## config.mk

```make
export PLATFORM = sky130hd
export DESIGN_NAME = alu_cmd_parser_flat
export DESIGN_NICKNAME = d
export VERILOG_FILES = /design/src/rtl/alu_pkg.sv /design/src/rtl/alu_cmd_parser_if.sv /design/src/rtl/skid_reg.sv /design/src/rtl/alu_cmd_parser.sv /design/src/flat_wrapper.sv
export SDC_FILE = /design/constraint.sdc
export NUM_CORES = 1
export LEC_CHECK = 0
export CORE_UTILIZATION = 45
export CTS_CLUSTER_DIAMETER = 150
export DETAILED_ROUTE_END_ITERATION = 6
export MAX_ROUTING_LAYER = met4
export PLACE_DENSITY = 0.64
export SYNTH_ARGS = -nofsm -noshare
export SYNTH_HDL_FRONTEND = slang
export SYNTH_SLANG_ARGS = --single-unit
```

## constraint.sdc

```tcl
create_clock -name clk -period 4 [get_ports clk]
set_input_delay 0.8 -clock clk [delete_from_list [all_inputs] [get_ports clk]]
set_output_delay 0.8 -clock clk [all_outputs]
set_load 0.005 [all_outputs]
```

## src/rtl/alu_pkg.sv

```systemverilog
// Shared constants, parser state type and header validation for the ALU command path.
package alu_pkg;

    localparam logic [7:0] OPC_ECHO  = 8'hEC;
    localparam logic [7:0] OPC_ADD   = 8'hAD;
    localparam logic [7:0] OPC_MUL   = 8'h88;
    localparam logic [7:0] OPC_DIV   = 8'hD4;
    localparam int         HDR_BYTES = 4;

    typedef enum logic [2:0] {
        HDR_OPC = 3'd0,
        HDR_RSV = 3'd1,
        HDR_LLO = 3'd2,
        HDR_LHI = 3'd3,
        PAYLOAD = 3'd4,
        DRAIN   = 3'd5
    } parser_state_e;

    // len counts the header too; arithmetic packets carry whole operand words
    function automatic logic hdr_ok(input logic [7:0] opc, input logic [15:0] len,
                                    input int word_bytes);
        logic [15:0] arith_len;
        logic [15:0] body;
        arith_len = 16'(HDR_BYTES + 2 * word_bytes);
        body      = len - 16'(HDR_BYTES);
        case (opc)
            OPC_ECHO:         hdr_ok = (len > 16'(HDR_BYTES));
            OPC_ADD, OPC_MUL: hdr_ok = (len >= arith_len) && ((body % 16'(word_bytes)) == 16'd0);
            OPC_DIV:          hdr_ok = (len == arith_len);
            default:          hdr_ok = 1'b0;
        endcase
    endfunction

endpackage

```

## src/rtl/alu_cmd_parser_if.sv

```systemverilog
// Byte-stream input and unit-stream output of the command parser.
interface alu_cmd_parser_if #(
    parameter int DATA_WIDTH_P = 8,
    parameter int WORD_WIDTH_P = 32
);
    logic [DATA_WIDTH_P-1:0] s_axis_tdata;
    logic                    s_axis_tvalid;
    logic                    s_axis_tready;
    logic [7:0]              m_opcode_o;
    logic [WORD_WIDTH_P-1:0] m_operand_o;
    logic                    m_first_o;
    logic                    m_last_o;
    logic                    m_valid_o;
    logic                    m_ready_i;
    logic                    error_o;

    modport slave (
        input  s_axis_tdata, s_axis_tvalid, m_ready_i,
        output s_axis_tready, m_opcode_o, m_operand_o, m_first_o, m_last_o, m_valid_o, error_o
    );

    modport master (
        output s_axis_tdata, s_axis_tvalid, m_ready_i,
        input  s_axis_tready, m_opcode_o, m_operand_o, m_first_o, m_last_o, m_valid_o, error_o
    );
endinterface

```

## src/rtl/skid_reg.sv

```systemverilog
// Single-entry valid/ready register; a new entry may load in the same cycle the old one leaves.
module skid_reg #(
    parameter int WIDTH_P = 8
) (
    input  logic               clk,
    input  logic               rst,
    input  logic               load,
    input  logic [WIDTH_P-1:0] load_data,
    output logic               load_ready,
    output logic               out_valid,
    output logic [WIDTH_P-1:0] out_data,
    input  logic               out_ready
);
    logic               valid_r;
    logic [WIDTH_P-1:0] data_r;

    assign load_ready = !valid_r || out_ready;
    assign out_valid  = valid_r;
    assign out_data   = data_r;

    // Entry register: load wins over unload, data holds while waiting
    always_ff @(posedge clk or posedge rst) begin
        if (rst) begin
            valid_r <= 1'b0;
            data_r  <= '0;
        end else if (load) begin
            valid_r <= 1'b1;
            data_r  <= load_data;
        end else if (out_ready) begin
            valid_r <= 1'b0;
        end
    end

endmodule

```

## src/rtl/alu_cmd_parser.sv

```systemverilog
// Frames UART bytes into opcode/length packets and streams payload units to the ALU/echo stage.
module alu_cmd_parser
    import alu_pkg::*;
#(
    parameter int DATA_WIDTH_P = 8,
    parameter int WORD_WIDTH_P = 32
) (
    input  logic            clk,
    input  logic            rst,
    alu_cmd_parser_if.slave bus
);
    localparam int WORD_BYTES = WORD_WIDTH_P / DATA_WIDTH_P;
    localparam int CNT_W      = (WORD_BYTES > 1) ? $clog2(WORD_BYTES) : 1;
    localparam int UNIT_W     = 8 + WORD_WIDTH_P + 2;

    parser_state_e           state_r;
    parser_state_e           state_nxt_s;
    logic [7:0]              opcode_r;
    logic [7:0]              len_lo_r;
    logic [15:0]             remaining_r;
    logic [15:0]             rem_dec_s;
    logic [15:0]             len_full_s;
    logic [CNT_W-1:0]        byte_cnt_r;
    logic [WORD_WIDTH_P-1:0] acc_r;
    logic [WORD_WIDTH_P-1:0] unit_word_s;
    logic                    first_pend_r;
    logic                    error_r;
    logic                    ready_en_r;
    logic                    hdr_ok_s;
    logic                    is_echo_s;
    logic                    unit_done_s;
    logic                    byte_take_s;
    logic                    unit_load_s;
    logic                    tready_s;
    logic                    skid_ready_s;
    logic                    skid_valid_s;
    logic [UNIT_W-1:0]       unit_in_s;
    logic [UNIT_W-1:0]       unit_out_s;

    // Byte acceptance, header check and the unit about to be formed
    always_comb begin
        len_full_s  = {bus.s_axis_tdata[7:0], len_lo_r};
        rem_dec_s   = remaining_r - 16'd1;
        hdr_ok_s    = hdr_ok(opcode_r, len_full_s, WORD_BYTES);
        is_echo_s   = (opcode_r == OPC_ECHO);
        unit_done_s = is_echo_s || (byte_cnt_r == CNT_W'(WORD_BYTES - 1));
        if (is_echo_s) begin
            unit_word_s = WORD_WIDTH_P'(bus.s_axis_tdata);
        end else begin
            unit_word_s = {bus.s_axis_tdata, acc_r[WORD_WIDTH_P-1:DATA_WIDTH_P]};
        end
        // only a unit-completing byte needs room in the output register
        tready_s    = ready_en_r && !((state_r == PAYLOAD) && unit_done_s && !skid_ready_s);
        byte_take_s = bus.s_axis_tvalid && tready_s;
        unit_load_s = byte_take_s && (state_r == PAYLOAD) && unit_done_s;
        unit_in_s   = {opcode_r, unit_word_s, first_pend_r, (rem_dec_s == 16'd0)};
    end

    // Next-state logic, advancing only on an accepted byte
    always_comb begin
        state_nxt_s = state_r;
        if (byte_take_s) begin
            case (state_r)
                HDR_OPC: state_nxt_s = HDR_RSV;
                HDR_RSV: state_nxt_s = HDR_LLO;
                HDR_LLO: state_nxt_s = HDR_LHI;
                HDR_LHI: begin
                    if (hdr_ok_s) begin
                        state_nxt_s = PAYLOAD;
                    end else if (len_full_s > 16'(HDR_BYTES)) begin
                        state_nxt_s = DRAIN;
                    end else begin
                        state_nxt_s = HDR_OPC;
                    end
                end
                PAYLOAD, DRAIN: begin
                    if (rem_dec_s == 16'd0) begin
                        state_nxt_s = HDR_OPC;
                    end else begin
                        state_nxt_s = state_r;
                    end
                end
                default: state_nxt_s = HDR_OPC;
            endcase
        end else begin
            state_nxt_s = state_r;
        end
    end

    // State register
    always_ff @(posedge clk or posedge rst) begin
        if (rst) begin
            state_r <= HDR_OPC;
        end else begin
            state_r <= state_nxt_s;
        end
    end

    // Header fields, payload counters, accumulator and error pulse
    always_ff @(posedge clk or posedge rst) begin
        if (rst) begin
            opcode_r     <= 8'd0;
            len_lo_r     <= 8'd0;
            remaining_r  <= 16'd0;
            byte_cnt_r   <= '0;
            acc_r        <= '0;
            first_pend_r <= 1'b0;
            error_r      <= 1'b0;
            ready_en_r   <= 1'b0;
        end else begin
            ready_en_r <= 1'b1;
            error_r    <= 1'b0;
            if (byte_take_s) begin
                case (state_r)
                    HDR_OPC: opcode_r <= bus.s_axis_tdata[7:0];
                    HDR_LLO: len_lo_r <= bus.s_axis_tdata[7:0];
                    HDR_LHI: begin
                        remaining_r  <= len_full_s - 16'(HDR_BYTES);
                        byte_cnt_r   <= '0;
                        first_pend_r <= hdr_ok_s;
                        error_r      <= !hdr_ok_s;
                    end
                    PAYLOAD: begin
                        remaining_r <= rem_dec_s;
                        acc_r       <= {bus.s_axis_tdata, acc_r[WORD_WIDTH_P-1:DATA_WIDTH_P]};
                        if (unit_done_s) begin
                            byte_cnt_r   <= '0;
                            first_pend_r <= 1'b0;
                        end else begin
                            byte_cnt_r <= byte_cnt_r + CNT_W'(1);
                        end
                    end
                    DRAIN:   remaining_r <= rem_dec_s;
                    default: begin
                    end
                endcase
            end
        end
    end

    skid_reg #(.WIDTH_P(UNIT_W)) u_out_reg (
        .clk        (clk),
        .rst        (rst),
        .load       (unit_load_s),
        .load_data  (unit_in_s),
        .load_ready (skid_ready_s),
        .out_valid  (skid_valid_s),
        .out_data   (unit_out_s),
        .out_ready  (bus.m_ready_i)
    );

    assign bus.s_axis_tready = tready_s;
    assign bus.m_opcode_o    = unit_out_s[UNIT_W-1 -: 8];
    assign bus.m_operand_o   = unit_out_s[2 +: WORD_WIDTH_P];
    assign bus.m_first_o     = unit_out_s[1];
    assign bus.m_last_o      = unit_out_s[0];
    assign bus.m_valid_o     = skid_valid_s;
    assign bus.error_o       = error_r;

endmodule

```

## src/flat_wrapper.sv

```systemverilog
// flat-port wrapper written by rule: the top's interface ports become plain ports
module alu_cmd_parser_flat import alu_pkg::*;
#(
    parameter int DATA_WIDTH_P = 8,
    parameter int WORD_WIDTH_P = 32
)
  (clk, rst, bus_s_axis_tdata, bus_s_axis_tvalid, bus_m_ready_i, bus_s_axis_tready, bus_m_opcode_o, bus_m_operand_o, bus_m_first_o, bus_m_last_o, bus_m_valid_o, bus_error_o);
  alu_cmd_parser_if #(.DATA_WIDTH_P(DATA_WIDTH_P), .WORD_WIDTH_P(WORD_WIDTH_P)) bus_i ();
  input  logic clk;
  input  logic rst;
  input wire logic [$bits(bus_i.s_axis_tdata)-1:0] bus_s_axis_tdata;
  input wire logic [$bits(bus_i.s_axis_tvalid)-1:0] bus_s_axis_tvalid;
  input wire logic [$bits(bus_i.m_ready_i)-1:0] bus_m_ready_i;
  output wire logic [$bits(bus_i.s_axis_tready)-1:0] bus_s_axis_tready;
  output wire logic [$bits(bus_i.m_opcode_o)-1:0] bus_m_opcode_o;
  output wire logic [$bits(bus_i.m_operand_o)-1:0] bus_m_operand_o;
  output wire logic [$bits(bus_i.m_first_o)-1:0] bus_m_first_o;
  output wire logic [$bits(bus_i.m_last_o)-1:0] bus_m_last_o;
  output wire logic [$bits(bus_i.m_valid_o)-1:0] bus_m_valid_o;
  output wire logic [$bits(bus_i.error_o)-1:0] bus_error_o;
  assign bus_i.s_axis_tdata = bus_s_axis_tdata;
  assign bus_i.s_axis_tvalid = bus_s_axis_tvalid;
  assign bus_i.m_ready_i = bus_m_ready_i;
  assign bus_s_axis_tready = bus_i.s_axis_tready;
  assign bus_m_opcode_o = bus_i.m_opcode_o;
  assign bus_m_operand_o = bus_i.m_operand_o;
  assign bus_m_first_o = bus_i.m_first_o;
  assign bus_m_last_o = bus_i.m_last_o;
  assign bus_m_valid_o = bus_i.m_valid_o;
  assign bus_error_o = bus_i.error_o;
  alu_cmd_parser #(.DATA_WIDTH_P(DATA_WIDTH_P), .WORD_WIDTH_P(WORD_WIDTH_P)) u_core (.clk(clk), .rst(rst), .bus(bus_i));
endmodule
```

==> impl_metrics.toml <==
[synth]
ys_ff_latch = 107
syn_nets = 461
synth-edff-count = 0
ys_seq_area_share_pct = 53.6
ys_types = 56
netlist_area_sq_um = 5000
synth-async-reset-ratio_pct = 100
syn_avg_cell_area_sq_um = 11.3
synth_warnings = 0
synthCells = 443
ys.flop_type = "dfrtp_1"

[layout]
final_nets = 508
layout-drive-gt1-share_pct = 16.8
diodes = 0
final_cell_area_sq_um = 5940
layout_common_cells = "107 x dfrtp_1, 56 x clkdlybuf4s50_1, 47 x mux2_2"
final_common_cell = "dfrtp_1"
syn_to_final_growth_pct = 18.8

[placement]
port_buffers = 56
hpwl_microns = 7770
gp_congestion = 0.833
placedInstanceArea_sq_um = 5690
place_ws_ns = 0.751

[setup_path]
critPathMaxStageDelay_ns = 0.43
end_kind = "output pin"
cp.arrival_ns = 2.41
crit_required_ns = 3.20
path_class = "input port to output pin"
crit_path_start_kind = "input port"
cp_slowest_cell = "clkdlybuf4s50_1"
critPathMaxFanout = 4
crit_path_cell_trace = "clkdlybuf4s50_1 -> nand2b_1 -> or3_1 -> o21a_1 -> clkdlybuf4s50_1"
cpMostUsedCell = "clkdlybuf4s50_1"

[power_and_ir_drop]
p_total_mw = 3.30
powerDensity_nw_per_um2 = 556
irDropWorstVdd_mv = 0.309
p_leak_nw = 2.55

[clock_network]
ctsResizeCount = 0
h-tree-depth = 3
cts-buffers-inserted = 9
cts_hold_buf = 0
clock-sinks = 107
cts_setup_buffers = 0
clockRootBuffer = "clkbuf_8"
cts_tree = "yes"
path_clk_slew_ns = 0.10
cts.path.max_buffers = 2
clk_latency_ns = 0.39

[timing]
final_max_slew_viol_count = 0
min_period_ns = 3.21
fmax_mhz = 311
finalHoldViolCount = 0
skew_ns = 0.0152
fin_ws_ns = 0.789
tns_ns = 0
setup_violations = 0
period_share_pct = 80.3
rsz0062_at_grt = "false"
worstMarginPinSlew_ns = 1.04
relSlewSlack_pct = 30.2

[route]
drt.antenna.violating_nets = 0
wire_per_inst_microns = 18.2
dr.pass1.iters = 6
drt_iter0_drc = 225
drt_wl_total_microns = 11600
viasPerCell = 5.69
route.detailed.drc = 2
via_count = 3616

[grt]
track_usage_pct = 22.5
antenna_found_initial = 0
grt_pass1_wl_microns = 18900
first_global_vias = 3502
grt_overflow_total = 0
grt_max_degree = 72

[floorplan]
dieArea_sq_um = 11500
io_pins = 57
die_y_microns = 107
core.rowCount = 38
start_util_pct = 46.1
core_area_sq_um = 10800
die_x_microns = 107

[run]
cap_viol_max_count = 0

[hold_path]
hold_class = "register to register"

[outcome]
status = "finished with violations"
violations = "DRC"
flip-flops by register name, indices dropped and copies added, names as in the netlist:
name	cells
u_core.first_pend_r	1
u_core.len_lo_r	8
u_core.ready_en_r	1
u_core.bus.error_o	1
u_core.u_out_reg.out_valid	1
u_core.opcode_r	8
u_core.byte_cnt_r	2
u_core.state_r	3
u_core.u_out_reg.out_data	42
u_core.remaining_r	16
u_core.acc_r	24
cells by family after synthesis:
| kind of cell | count (synthesis) | share of synthesized area, % |
|---|---|---|
| buffers and inverters | 37 | 3.33 |
| other | 1 | 0.0751 |
| xor gates and xnor gates | 11 | 1.93 |
| and+or+nand+nor | 119 | 12.9 |
| adders and majority gates | 6 | 1.50 |
| DFF | 107 | 53.6 |
| muxes | 56 | 12.4 |
| AOI/OAI and AO/OA | 106 | 14.3 |
layer usage:
layer / vias up / wire length [microns] / track usage [%]
met5: - / 0 / -
met4: 0 / 182 / 7.05
met3: 17 / 465 / 5.69
met2: 86 / 5100 / 31.4
met1: 1805 / 5800 / 32.2
li1: 1708 / - / -
per-stage QoR:
step	hold slack (ns)	util, %	std cells
global route	0.528	54.8	635
finish	0.488	54.8	635
detailed placement	0.476	52.5	619
CTS	0.499	54.8	635
global placement	0.463	52.5	619
floorplan	0.457	-	443
synthesized netlist by cell type, types with 8 or more instances:
master,instances,area (sq um)
xnor2_1,8,70.1
buf_2,8,40.0
dfrtp_1,107,2680
mux2_2,47,529
nand2_1,37,139
a22o_1,25,219
clkbuf_1,18,67.6
nor3_1,8,40.0
mux2i_1,9,90.1
nor2_1,20,75.1
a21oi_1,17,85.1
o21ai_0,35,175
report_power, final:
group / total [mW] / internal, mW / switching (mW)
logic: 0.834 / 0.417 / 0.418
clock network: 0.804 / 0.423 / 0.381
registers: 1.66 / 1.34 / 0.321
worst paths after layout:
check	from	endpoint	slack [ns]	cells past startpoint
setup / recovery	bus_m_ready_i	bus_s_axis_tready	0.79	5
hold / removal	u_core.u_out_reg.out_data[4]	u_core.u_out_reg.out_data[4]	0.49	2
setup reg to reg	u_core.remaining_r[0]	u_core.remaining_r[14]	1.35	8
hold reg to reg	u_core.u_out_reg.out_data[4]	u_core.u_out_reg.out_data[4]	0.49	2
max in group asynchronous	rst	u_core.opcode_r[7]	2.50	3
min in group asynchronous	rst	u_core.u_out_reg.out_data[21]	0.78	2
worst max-delay path: cells and delay by family:
family | cells | cell delay, ns
buf+inv | 2 | 0.83
compound gates | 1 | 0.18
simple gates | 2 | 0.60
final cells by class:
cell class | count | area [sq um]
fill | 941 | 4900
sequential | 107 | 2680
multi-input combinational | 299 | 2160
timing repair buffer | 66 | 648
tap | 140 | 175
clock buffer | 10 | 128
clock inverter | 6 | 119
inverter | 7 | 28.8
Power figures use the tool's default switching activity.
